**src/rtl/pong_game.sv**
```systemverilog
// Pong game logic and 3/3/2 pixel colouring, fed by the VGA sync generator's hc/vc/vidon.
// Define PONG_ATTRACT_EN for attract mode: the left paddle tracks the ball and up/dn are ignored.
module pong_game #(
  parameter logic [9:0] HBP          = 10'd144,
  parameter logic [9:0] VBP          = 10'd31,
  parameter logic [9:0] HACT         = 10'd640,
  parameter logic [9:0] VACT         = 10'd480,
  parameter logic [9:0] PAD_W        = 10'd8,
  parameter logic [9:0] PAD_H        = 10'd64,
  parameter logic [9:0] LX           = 10'd16,
  parameter logic [9:0] BALL         = 10'd8,
  parameter logic [9:0] BALL_STEP    = 10'd2,
  parameter logic [9:0] PAD_STEP     = 10'd4,
  parameter logic [9:0] AI_STEP      = 10'd2,
  parameter logic [9:0] SERVE_FRAMES = 10'd60,
  parameter logic [3:0] WIN_SCORE    = 4'd9
) (
  input  logic       clk,
  input  logic       clr,
  input  logic       vidon,
  input  logic [9:0] hc,
  input  logic [9:0] vc,
  input  logic       up,
  input  logic       dn,
  output logic [2:0] red,
  output logic [2:0] green,
  output logic [1:0] blue,
  output logic [3:0] score_l,
  output logic [3:0] score_r
);

  localparam logic [9:0] RX     = HACT - LX - PAD_W;
  localparam logic [9:0] PY_MAX = VACT - PAD_H;
  localparam logic [9:0] BX_MAX = HACT - BALL;
  localparam logic [9:0] BY_MAX = VACT - BALL;
  localparam logic [9:0] PY_C   = PY_MAX >> 1;
  localparam logic [9:0] BX_C   = BX_MAX >> 1;
  localparam logic [9:0] BY_C   = BY_MAX >> 1;
  localparam logic [9:0] NET_R  = HACT >> 1;
  localparam logic [9:0] NET_L  = NET_R - 10'd1;

  typedef enum logic [1:0] {SERVE, PLAY, OVER} state_t;

  state_t     state;
  logic [9:0] cnt;
  logic [9:0] py_l, py_r, bx, by;
  logic       dx, dy;
  logic [9:0] py_l_nx, py_r_nx, bx_nx, by_nx;
  logic       dx_nx, dy_nx, miss_l, miss_r;
  logic       ovl_l, ovl_r, tick;
  logic [9:0] x, y;
  logic       in_ball, in_lpad, in_rpad, in_net;

  // Move a paddle one step toward the ball centre, holding inside a small dead band.
  function automatic logic [9:0] track_step(input logic [9:0] py, input logic [9:0] ball_y);
    logic [9:0] bc, pc;
    bc = ball_y + (BALL >> 1);
    pc = py + (PAD_H >> 1);
    if (bc > pc + AI_STEP)
      track_step = (py + AI_STEP > PY_MAX) ? PY_MAX : py + AI_STEP;
    else if (pc > bc + AI_STEP)
      track_step = (py < AI_STEP) ? 10'd0 : py - AI_STEP;
    else
      track_step = py;
  endfunction

  assign tick  = (hc == 10'd0) && (vc == VBP + VACT);
  assign ovl_l = (by + BALL > py_l) && (by < py_l + PAD_H);
  assign ovl_r = (by + BALL > py_r) && (by < py_r + PAD_H);

  assign py_r_nx = track_step(py_r, by);

`ifdef PONG_ATTRACT_EN
  logic unused_buttons;
  assign unused_buttons = up ^ dn;
  assign py_l_nx = track_step(py_l, by);
`else
  always_comb begin
    py_l_nx = py_l;
    if (up && !dn)
      py_l_nx = (py_l < PAD_STEP) ? 10'd0 : py_l - PAD_STEP;
    else if (dn && !up)
      py_l_nx = (py_l + PAD_STEP > PY_MAX) ? PY_MAX : py_l + PAD_STEP;
  end
`endif

  // Vertical ball motion with wall reflection; compares are ordered so nothing wraps.
  always_comb begin
    by_nx = by;
    dy_nx = dy;
    if (!dy) begin
      if (by < BALL_STEP) begin
        by_nx = 10'd0;
        dy_nx = 1'b1;
      end else begin
        by_nx = by - BALL_STEP;
      end
    end else begin
      if (by + BALL_STEP > BY_MAX) begin
        by_nx = BY_MAX;
        dy_nx = 1'b0;
      end else begin
        by_nx = by + BALL_STEP;
      end
    end
  end

  // Horizontal motion: a paddle return wins over a miss when both would apply.
  always_comb begin
    bx_nx  = bx;
    dx_nx  = dx;
    miss_l = 1'b0;
    miss_r = 1'b0;
    if (!dx) begin
      if ((bx < LX + PAD_W + BALL_STEP) && ovl_l) begin
        bx_nx = LX + PAD_W;
        dx_nx = 1'b1;
      end else if (bx < BALL_STEP) begin
        miss_l = 1'b1;
      end else begin
        bx_nx = bx - BALL_STEP;
      end
    end else begin
      if ((bx + BALL + BALL_STEP > RX) && ovl_r) begin
        bx_nx = RX - BALL;
        dx_nx = 1'b0;
      end else if (bx + BALL_STEP > BX_MAX) begin
        miss_r = 1'b1;
      end else begin
        bx_nx = bx + BALL_STEP;
      end
    end
  end

  // On a point dy is left untouched and the serve heads toward the player who lost it.
  always_ff @(posedge clk) begin
    if (clr) begin
      state   <= SERVE;
      cnt     <= '0;
      score_l <= '0;
      score_r <= '0;
      py_l    <= PY_C;
      py_r    <= PY_C;
      bx      <= BX_C;
      by      <= BY_C;
      dx      <= 1'b1;
      dy      <= 1'b1;
    end else if (tick) begin
      case (state)
        SERVE: begin
          py_l <= py_l_nx;
          py_r <= py_r_nx;
          if (cnt == SERVE_FRAMES - 10'd1) begin
            cnt   <= '0;
            state <= PLAY;
          end else begin
            cnt <= cnt + 10'd1;
          end
        end
        PLAY: begin
          py_l <= py_l_nx;
          py_r <= py_r_nx;
          if (miss_l) begin
            score_r <= score_r + 4'd1;
            bx      <= BX_C;
            by      <= BY_C;
            dx      <= 1'b0;
            cnt     <= '0;
            state   <= (score_r + 4'd1 == WIN_SCORE) ? OVER : SERVE;
          end else if (miss_r) begin
            score_l <= score_l + 4'd1;
            bx      <= BX_C;
            by      <= BY_C;
            dx      <= 1'b1;
            cnt     <= '0;
            state   <= (score_l + 4'd1 == WIN_SCORE) ? OVER : SERVE;
          end else begin
            bx <= bx_nx;
            by <= by_nx;
            dx <= dx_nx;
            dy <= dy_nx;
          end
        end
        default: ;
      endcase
    end
  end

  assign x       = hc - HBP;
  assign y       = vc - VBP;
  assign in_ball = (x >= bx) && (x < bx + BALL) && (y >= by) && (y < by + BALL);
  assign in_lpad = (x >= LX) && (x < LX + PAD_W) && (y >= py_l) && (y < py_l + PAD_H);
  assign in_rpad = (x >= RX) && (x < RX + PAD_W) && (y >= py_r) && (y < py_r + PAD_H);
  assign in_net  = ((x == NET_L) || (x == NET_R)) && !y[3];

  always_comb begin
    {red, green, blue} = 8'h00;
    if (vidon && !clr) begin
      if (in_ball)
        {red, green, blue} = 8'hFF;
      else if (in_lpad)
        {red, green, blue} = 8'h1C;
      else if (in_rpad)
        {red, green, blue} = 8'hFC;
      else if (in_net)
        {red, green, blue} = 8'h6D;
      else if (state == OVER)
        {red, green, blue} = 8'h80;
    end
  end

endmodule

```
**config.mk**
```make
export PLATFORM = sky130hd
export DESIGN_NAME = pong_game
export DESIGN_NICKNAME = d
export VERILOG_FILES = /design/src/rtl/pong_game.sv
export SDC_FILE = /design/constraint.sdc
export NUM_CORES = 1
export LEC_CHECK = 0
export ABC_AREA = 1
export BUFFER_PORTS_ARGS = -buffer_cell sky130_fd_sc_hd__buf_2
export CORE_UTILIZATION = 58
export CTS_CLUSTER_DIAMETER = 200
export DETAILED_ROUTE_END_ITERATION = 6
export PLACE_DENSITY = 0.74
export SLEW_MARGIN = 20
export SYNTH_ARGS = -nofsm -noshare
export SYNTH_HDL_FRONTEND = slang
export SYNTH_SLANG_ARGS = --single-unit
export TNS_END_PERCENT = 50
```
**constraint.sdc**
```tcl
create_clock -name clk -period 8.75 [get_ports clk]
set_input_delay 1.3125 -clock clk [delete_from_list [all_inputs] [get_ports clk]]
set_output_delay 1.3125 -clock clk [all_outputs]
set_load 0.01 [all_outputs]
```
==> impl_results.md, run 1 <==
- Status: completed
- Post-CTS Hold Fix Bufs: 0
- Relative slew slack: 58.6%
- Area of the multi-input gates: approximately 6200 um^2
- Port bufs: 40
- Placer congestion estimate: 0.952
- Number of setup violations in the final report: 0
- CTS max path bufs: 2
- Core footprint: ~14000 um^2
- Hold Path Stages: 2
- Dpl ws: between 3 and 4 ns
- Avg Vias per Cell: 5.64
- Synth cell types: 53
- Max H-tree Level: 3
- Crit end category: output pin
- Clock latency on the worst-skew pair: 0.33 ns
- Measured slew at the worst slew-check pin: 0.619 ns
- Worst Hold Launch: score_r[1]
- Final worst setup slack: roughly 3.4 ns
- HP Class: flop to flop
- Die Y: 121 um
- Detail Placement HPWL: roughly 19 mm
- Syn Inst Count: 1282
- Reg2reg start: by[3]
- CTS resizes: 0
- #FFs+latches synth: 57
- CP dominant cell by count: inv_1
- # DRC: 0
- Final net count: 1481
- First-pass GRT wire length: between 30 and 40 mm
- Drt total wl: about 23 mm
- WP data arrival: 4.05 ns
- Worst R2R Setup Slack: around 4.7 ns
- Synthesized netlist net count: 1450
- Reg clk slew, reported paths: 0.05 ns
- CP cell instances: buf_2, inv_1, ha_1, inv_1, o21ai_0, xor2_1, inv_1, ha_1, nand2_1, nor2_1, nand3_1, o2111a_1, inv_1, nand4_1, nor2_1, nand2_1, o21ai_0, buf_2
- Grt total ovfl: 0
- Vias in the first global route: 7758
- Top Ports: 41
- Syn avg cell area: 6.39 um^2
- Syn. warnings: 0
- CP max stage delay: 0.33 ns
- PD cells: just over 80 nW/um^2
- Max-slew violations: 0
- Clock Skews: between 0.007 and 0.008 ns
- Post-route ant nets: 0
- Startpoint types: primary input
- Worst VDD drop: 0.0665 mV
- First-pass DRT Iterations: 5
- Critical path type: primary input to output pin
- Die X-Extent: about 120 um
- DR vias: 8449
- Final hold viol count: 0
- Sequential area share after synthesis: 13.9%
- Post-DP Area: 8500 um^2
- Die area: approximately 15000 um^2
- Ant. Diodes: 0
- Final Cycle Share: 61.3%
- WL per Instance: 15.4 um
- Initial Utilization: 59.2%
- TritonCTS clock tree: done
- Total Routing Usage GR: 32.5%
- TritonCTS buffer count: 9
- Worst Path Max Fanout: 8
- Starting DRT DRC Count: 720
- Syn Std Cell Area: 8190 um^2
- Register area: 1140 um^2
- Period minus WS final: ~5.4 ns
- Ys flop type: dfxtp_1
- Ys async rst share: 0%
- Post-route cell area: 8810 um^2
- Fillers: between 1k and 1.5k
- Initial antenna violation count: 0
- Largest net degree at the start of global routing: 41
- Fmax achieved: 0.186 GHz
- Share of cells above drive strength 1: under 10%
- Setup Total Neg Slack: 0 ns
- Pleak: approximately 4.5 nW
- # Max-Cap Violations: 0
- Syn-to-layout area delta: 7.61%
- Root cell of the clock tree: clkbuf_16
- RSZ-0062 raised after global routing: no
- EDFF count, synth: 0
- Worst setup path startpoint: hc[4]
- Hold slack: 0.481 ns
- R2R cell count: 20
- Worst path slowest cell: xor2_1
- WP data required: 7.44 ns
- Total clock sinks: 57
- Post-CTS Setup Bufs: 0
- # rows: 43
worst max-delay path: cells and delay by family:
kind                     cells  cell delay [ns]
buffers and inverters        6             0.74
XOR/XNOR                     1             0.33
adder cells (fa/ha/maj)      2             0.52
AO/OA/AOI/OAI                3             0.40
AND/OR/NAND/NOR              6             0.74
layout make-up:
class                      instances  area share, %
clock buffer                      12           2.91
clock inverter                     4          0.582
inverter                         179           7.67
multi-input combinational       1024           70.9
sequential                        57           13.0
tap                              180           2.56
timing repair buffer              42           2.44
report_power, final:
| part | switching [mW] | internal [mW] |
|---|---|---|
| Clock | 0.126 | 0.236 |
| Combinational | 0.0642 | 0.0353 |
| Sequential | 0.000000149 | 0.260 |
| Total | 0.190 | 0.531 |
final timing paths:
check,endpoint
min,score_r[1]
max,blue[0]
max reg2reg,py_r[5]
min reg2reg,score_r[1]
cell usage in the layout, fill, tap and decap left out, types with 5 or more instances in the layout:
master / n
inv_1: 168
inv_2: 8
nor2_2: 6
nor2_1: 147
o22ai_1: 7
o211ai_1: 7
a21oi_1: 89
o21ai_0: 78
ha_1: 143
dfxtp_1: 57
nand2_2: 5
nor3_1: 30
nand3_1: 74
nand2_1: 271
clkbuf_16: 9
nand4_1: 33
buf_2: 40
o21ai_1: 5
xor2_1: 58
nand3b_1: 5
a211oi_1: 6
xnor2_1: 10
o2111ai_1: 5
Yosys cell counts (all sizes together) (5+ instances only):
cell type	instances	area, um^2
nor2	155	612
nand4	34	219
a211oi	6	45.0
clkbuf	8	31.3
o211ai	7	52.6
o2111ai	5	43.8
buf	14	93.8
dfxtp	57	1140
nor3	32	170
a21oi	91	463
xnor2	10	87.6
ha	143	1790
xor2	58	508
nand3	80	460
nand2	280	1090
o21ai	83	415
inv	177	667
o22ai	7	43.8
nand3b	5	37.5
flip-flops by register name, indices dropped and copies added, names as in the netlist:
signal	flops
cnt	10
bx	9
by	9
py_r	9
py_l	8
score_l	4
score_r	4
state	2
dx	1
dy	1
layer usage:
layer,track usage [%],vias up,share of wire (%)
met3,4.29,45,6.5
met5,0,-,0
met1,44.6,3796,47
met2,51.9,278,43
li1,-,4330,-
met4,11.6,0,2.8
through the flow:
step,cells,total power [mW],util (%)
final,1498,0.721,63.7
after global routing,1498,0.754,63.7
after CTS,1498,0.726,63.7
after detailed placement,1482,0.364,61.5
after global placement,1482,0.361,61.5
after floorplan,1282,0.333,-
cell families (layout without fill, tap and decap cells):
group / after synthesis / count (layout) / share of synthesized area (%)
xor+xnor: 68 / 68 / 7.27
compound gates: 213 / 213 / 14.4
simple gates: 600 / 600 / 32.8
flops: 57 / 57 / 13.9
buf+inv: 201 / 237 / 9.78
fa+ha+maj: 143 / 143 / 21.9
(Power assumes the default switching activity.)
==> inputs of run 2 (changes only) <==
Clock period 8.75 ns to 5.15 ns, I/O delays scaled along.
==> impl_results.md, run 2 (synthesis results as in run 1) <==
- Largest net degree at the start of global routing: 41 (unchanged)
- Fillers: 1321 (-2.3%)
- Detail Placement HPWL: 18.3 mm (-1.0%)
- Most frequent cells in the layout: nand2_1 (271), inv_1 (168), nor2_1 (147)
- Initial Utilization: 59.2% (unchanged)
- Initial antenna violation count: 0 (unchanged)
- Root cell of the clock tree: clkbuf_16
- First-pass GRT wire length: 36.8 mm (-2.6%)
- Setup Total Neg Slack: 0 ns (unchanged)
- WL per Instance: 15.1 um (-1.7%)
- Measured slew at the worst slew-check pin: 0.618 ns (-0.00120 ns)
- Final worst setup slack: 0.831 ns (-2.56 ns)
- Worst setup path startpoint: hc[4]
- CTS max path bufs: 2 (unchanged)
- Share of cells above drive strength 1: 7.58% (+0.14 points)
- Reg2reg start: by[3]
- Core footprint: 13800 um^2 (unchanged)
- Ant. Diodes: 0 (unchanged)
- Clock latency on the worst-skew pair: 0.33 ns (about the same)
- Commonest non-fill, non-tap cell in the layout: nand2_1
- # rows: 43 (unchanged)
- Status: finished with violations
- WP data required: 4.38 ns (-3.06 ns)
- Clock Skews: 0.00647 ns (-0.000725 ns)
- Post-DP Area: 8520 um^2 (+0.18%)
- Crit end category: output pin
- Post-CTS Hold Fix Bufs: 0 (unchanged)
- Fmax achieved: 0.232 GHz
- Crit path buffers/inverters: 6 (unchanged)
- Reg with most FFs: cnt
- WP data arrival: 3.55 ns (-0.50 ns)
- Failing checks: design-rule violations
- Largest delay share family, worst path: buffers and inverters
- PD cells: 136 nW/um^2 (+67%)
- Tot Pwr: 1.20 mW (+67%)
- Non-Filler Instances: 1500 (+0.13%)
- Post-route ant nets: 0 (unchanged)
- Die X-Extent: 121 um (unchanged)
- Port bufs: 40 (unchanged)
- Total Routing Usage GR: 31.9% (-0.65 points)
- First-pass DRT Iterations: 7 (+2)
- Worst R2R Setup Slack: 1.15 ns (-3.52 ns)
- Relative slew slack: 58.7% (+0.080 points)
- Final net count: 1483 (+0.14%)
- # Max-Cap Violations: 0 (unchanged)
- Placer congestion estimate: 0.947 (-0.53%)
- Avg Vias per Cell: 5.65 (+0.13%)
- Cells after DPL: 1484 (+0.13%)
- HP Class: flop to flop
- TritonCTS clock tree: done
- Max H-tree Level: 3 (unchanged)
- Worst path slowest cell: xor2_1
- Starting DRT DRC Count: 735 (+2.1%)
- R2R cell count: 18 (-10%)
- Worst Path Max Fanout: 8 (unchanged)
- Number of setup violations in the final report: 0 (unchanged)
- Die area: 14600 um^2 (unchanged)
- Startpoint types: primary input
- Period minus WS final: 4.32 ns
- Max reg flops: 10 (unchanged)
- # DRC: 2 (+2)
- Post-CTS Setup Bufs: 0 (unchanged)
- Register area: 1140 um^2 (unchanged)
- Reg clk slew, reported paths: 0.05 ns (about the same)
- Final hold viol count: 0 (unchanged)
- CP max stage delay: 0.34 ns (about the same)
- Worst VDD drop: 0.132 mV (+98%)
- Vias in the first global route: 7424 (-4.3%)
- Max-slew violations: 0 (unchanged)
- Drt total wl: 22.7 mm (-1.5%)
- Pleak: 4.52 nW (about the same)
- RR Endpoint: py_r[5]
- TritonCTS buffer count: 9 (unchanged)
- Dpl ws: 0.852 ns (-2.54 ns)
- CP cell instances: buf_2, inv_1, ha_1, inv_1, o21ai_0, xor2_1, inv_1, ha_1, nand2_1, nor2_1, nand3_1, o2111a_1, inv_1, nand4_1, nor2_1, nand2_1, o21ai_0, buf_2
- Die Y: 121 um (unchanged)
- Post-route cell area: 8810 um^2 (about the same)
- CP Depth: 18 (unchanged)
- Top Ports: 41 (unchanged)
- CP dominant cell by count: inv_1
- CTS resizes: 0 (unchanged)
- Area of the multi-input gates: 6240 um^2 (unchanged)
- Final Cycle Share: 83.9%
- Grt total ovfl: 0 (unchanged)
- Syn-to-layout area delta: 7.67% (about the same)
- Total clock sinks: 57 (unchanged)
- RSZ-0062 raised after global routing: no
- DR vias: 8471 (+0.26%)
- CP endpoint: blue[0]
- Critical path type: primary input to output pin
## run 2: worst reg2reg max path, stage by stage, from the launching register on
cell and delay (ns):
dfxtp_1 0.68, ha_1 0.34, xor2_1 0.49, nand3_1 0.22, nor2_1 0.22, nand4_1 0.13
xor2_1 0.16, ha_1 0.31, nand4_1 0.11, inv_1 0.09, nand3_1 0.07, o2111ai_1 0.11
nand2_1 0.13, nand2_1 0.13, inv_1 0.07, nor2_1 0.34, inv_1 0.07, o21ai_0 0.17
inv_1 0.05
## run 2: worst min-delay path by stage
stage	from	to	slack (ns)	depth (start not counted)
floorplan	cnt[5]	cnt[5]	0.46	2
global placement	score_r[1]	score_r[1]	0.48	2
detailed placement	score_r[1]	score_r[1]	0.48	2
CTS	score_r[1]	score_r[1]	0.49	2
global route	dy	dy	0.52	2
finish	score_r[1]	score_r[1]	0.49	2
## run 2: layout make-up
cell class | count | share of cell area (%)
well taps | 180 | 2.56
repair buffers | 44 | 2.61
multi-input cells | 1024 | 70.8
flip-flops and latches | 57 | 12.9
inverters | 179 | 7.67
clock inverters | 5 | 0.625
clock buffers | 11 | 2.75
## run 2: power by group
| group | switching, mW | internal, mW | total, mW |
|---|---|---|---|
| Combinational | 0.108 | 0.0600 | 0.168 |
| Clock | 0.207 | 0.385 | 0.593 |
| Sequential | 0.000000259 | 0.441 | 0.441 |
## run 2: layer usage
metal	global-route usage, %	up-vias	part of all wire (%)
met5	0	-	0
met4	10.0	0	1.9
met3	3.44	32	7.1
met2	50.6	298	43
met1	44.8	3819	47
li1	-	4322	-
## run 2: per-stage QoR
| step | hold slack (ns) | util, % |
|---|---|---|
| 6_report | 0.492 | 63.7 |
| 3_5_place_dp | 0.479 | 61.6 |
| 5_1_grt | 0.521 | 63.7 |
| 2_1_floorplan | 0.456 | - |
| 3_3_place_gp | 0.477 | 61.6 |
| 4_1_cts | 0.487 | 63.7 |
==> inputs of run 3 (changes only) <==
Settings changed: PLACE_DENSITY 0.74 to 0.77.
Clock period 5.15 ns to 3.8 ns, I/O delays scaled along.
==> impl_results.md, run 3 (synthesis results as in run 1) <==
- Share of cells above drive strength 1: 10.2% (+2.6 points)
- Final Cycle Share: 94.1%
- Worst R2R Setup Slack: 0.35 ns (-0.80 ns)
- Commonest non-fill, non-tap cell in the layout: nand2_1
- Final hold viol count: 0 (unchanged)
- Placer congestion estimate: 0.977 (+3.2%)
- Tot Pwr: 1.66 mW (+38%)
- Most frequent cells in the layout: nand2_1 (270), inv_1 (168), nor2_1 (144)
- Worst Hold Launch: score_r[1]
- Die X-Extent: 121 um (unchanged)
- Core footprint: 13800 um^2 (unchanged)
- Clock Skews: 0.00542 ns (-0.00105 ns)
- RSZ-0062 raised after global routing: no
- Pleak: 4.66 nW (+3.1%)
- Final net count: 1512 (+2.0%)
- Hold Path Sink: score_r[1]
- Status: completed
- CTS max path bufs: 2 (unchanged)
- Reg2reg start: by[6]
- Die area: 14600 um^2 (unchanged)
- Internal power: 1.21 mW (+37%)
- Relative slew slack: 62.4% (+3.7 points)
- Ant. Diodes: 0 (unchanged)
- Top Ports: 41 (unchanged)
- RR Endpoint: py_r[2]
- # Max-Cap Violations: 0 (unchanged)
- DR vias: 8663 (+2.3%)
- First-pass DRT Iterations: 7 (unchanged)
- Sw Pwr: 0.442 mW (+40%)
- Avg Vias per Cell: 5.67 (+0.33%)
- # rows: 43 (unchanged)
- WP data required: 3.23 ns (-1.15 ns)
- PD cells: 182 nW/um^2 (+34%)
- Grt total ovfl: 0 (unchanged)
- Hold Path Stages: 2 (unchanged)
- Starting DRT DRC Count: 903 (+23%)
- Non-Filler Instances: 1529 (+1.9%)
- # DRC: 0 (-2)
- Part of the power in registers: 36.1% (-0.6 points)
- R2R cell count: 20 (+2)
- First-pass GRT wire length: 38.0 mm (+3.4%)
- Die Y: 121 um (unchanged)
- Cells after DPL: 1512 (+1.9%)
- Reg with most FFs: cnt
- Number of setup violations in the final report: 0 (unchanged)
- Detail Placement HPWL: 18.9 mm (+2.8%)
- Post-route cell area: 9070 um^2 (+2.9%)
- Syn-to-layout area delta: 10.8%
- Initial antenna violation count: 0 (unchanged)
- Max reg flops: 10 (unchanged)
- Crit end category: output pin
- Largest net degree at the start of global routing: 41 (unchanged)
- Worst VDD drop: 0.154 mV (+17%)
- HP Class: flop to flop
- Switching share of power: 26.7% (+0.44 points)
- Root cell of the clock tree: clkbuf_16
- Startpoint types: flop
- Max H-tree Level: 3 (unchanged)
- Post-DP Area: 8730 um^2 (+2.5%)
- Total Routing Usage GR: 32.9% (+1.0 points)
- Drt total wl: 23.5 mm (+3.3%)
- Port bufs: 40 (unchanged)
- Max-slew violations: 0 (unchanged)
- Vias in the first global route: 7806 (+5.1%)
- Total clock sinks: 57 (unchanged)
- TritonCTS clock tree: done
- Measured slew at the worst slew-check pin: 0.560 ns (-0.0576 ns)
- Post-route ant nets: 0 (unchanged)
- Period minus WS final: roughly 3.6 ns
- Critical path type: flop to output pin
- Initial Utilization: 59.2% (unchanged)
- WP data arrival: 3.00 ns (-0.55 ns)
- TritonCTS buffer count: 9 (unchanged)
- Worst Path Max Fanout: 10 (+2)
- Comb power frac: 14.8% (+0.8 points)
- Reg clk slew, reported paths: 0.05 ns (about the same)
- Clock share of power: 49.1% (-0.2 points)
- Hold slack: 0.498 ns (+0.00546 ns)
- Fmax achieved: 0.280 GHz
- Layout Utilization: 65.6% (+1.9 points)
- Clock latency on the worst-skew pair: 0.33 ns (about the same)
- WL per Instance: 15.3 um (+1.4%)
[run 3: cell types whose count changed in the layout (fill, tap and decap cells not counted), moves of 2 or more]
cell     change
nand3_1      -2
nand3_2      +2
nor2_1       -3
buf_4       +29
nor2_2       +3
[run 3: what timing repair did]
action / 4_1_cts / 5_1_grt
buffers inserted: 0 / 1
endpoints found under the setup margin: 4 / 8
pin swaps: 0 / 5
gates resized for setup: 1 / 9
hold buffers: 0 / 0
[run 3: worst max-delay path by stage]
stage                        from       end  slack, ns
after floorplan             hc[4]  green[1]       0.28
after global placement      vc[0]  green[1]       0.04
final                     py_r[6]  green[0]       0.23
after CTS                 py_r[6]  green[0]       0.04
after global routing        hc[5]  green[0]      0.007
after detailed placement    vc[0]  green[0]      -0.02
[run 3: through the flow]
| step | setup TNS (ns) | setup WS [ns] |
|---|---|---|
| 6_report | 0 | 0.226 |
| 2_1_floorplan | 0 | 0.284 |
| 4_1_cts | 0 | 0.0367 |
| 3_5_place_dp | -0.0499 | -0.0237 |
| 3_3_place_gp | 0 | 0.0398 |
| 5_1_grt | 0 | 0.00667 |
[run 3: area by class of cell]
cell class / instances / area (um^2)
flip-flops and latches: 57 / 1140
inverters: 179 / 676
fillers: 1321 / 4750
multi-input cells: 1024 / 6280
well taps: 180 / 225
repair buffers: 73 / 448
clock inverters: 5 / 55.1
clock buffers: 11 / 243
[run 3: critical path: stages (launching register included)]
cell and delay (ns):
dfxtp_2 0.50, inv_1 0.24, ha_1 0.35, inv_1 0.08
ha_1 0.33, a21oi_1 0.23, o21ai_0 0.11, a211oi_1 0.17
nand4_1 0.23, nand3_1 0.13, nor2_1 0.04, nor2_1 0.11
buf_2 0.15
[run 3: routing by layer]
layer	up-vias	global-route usage, %	routed length, um
met5	-	0	0
met4	0	11.3	587
met3	45	5.00	1920
met2	351	51.7	10300
met1	3876	45.5	10700
li1	4391	-	-
[run 3: power by group through the flow]
stage	sequential, mW	clock, mW	combinational (mW)
after detailed placement	0.611	0	0.236
after global placement	0.611	0	0.230
after CTS	0.598	0.818	0.238
after floorplan	0.611	0	0.156
final	0.598	0.812	0.245
after global routing	0.598	0.848	0.278
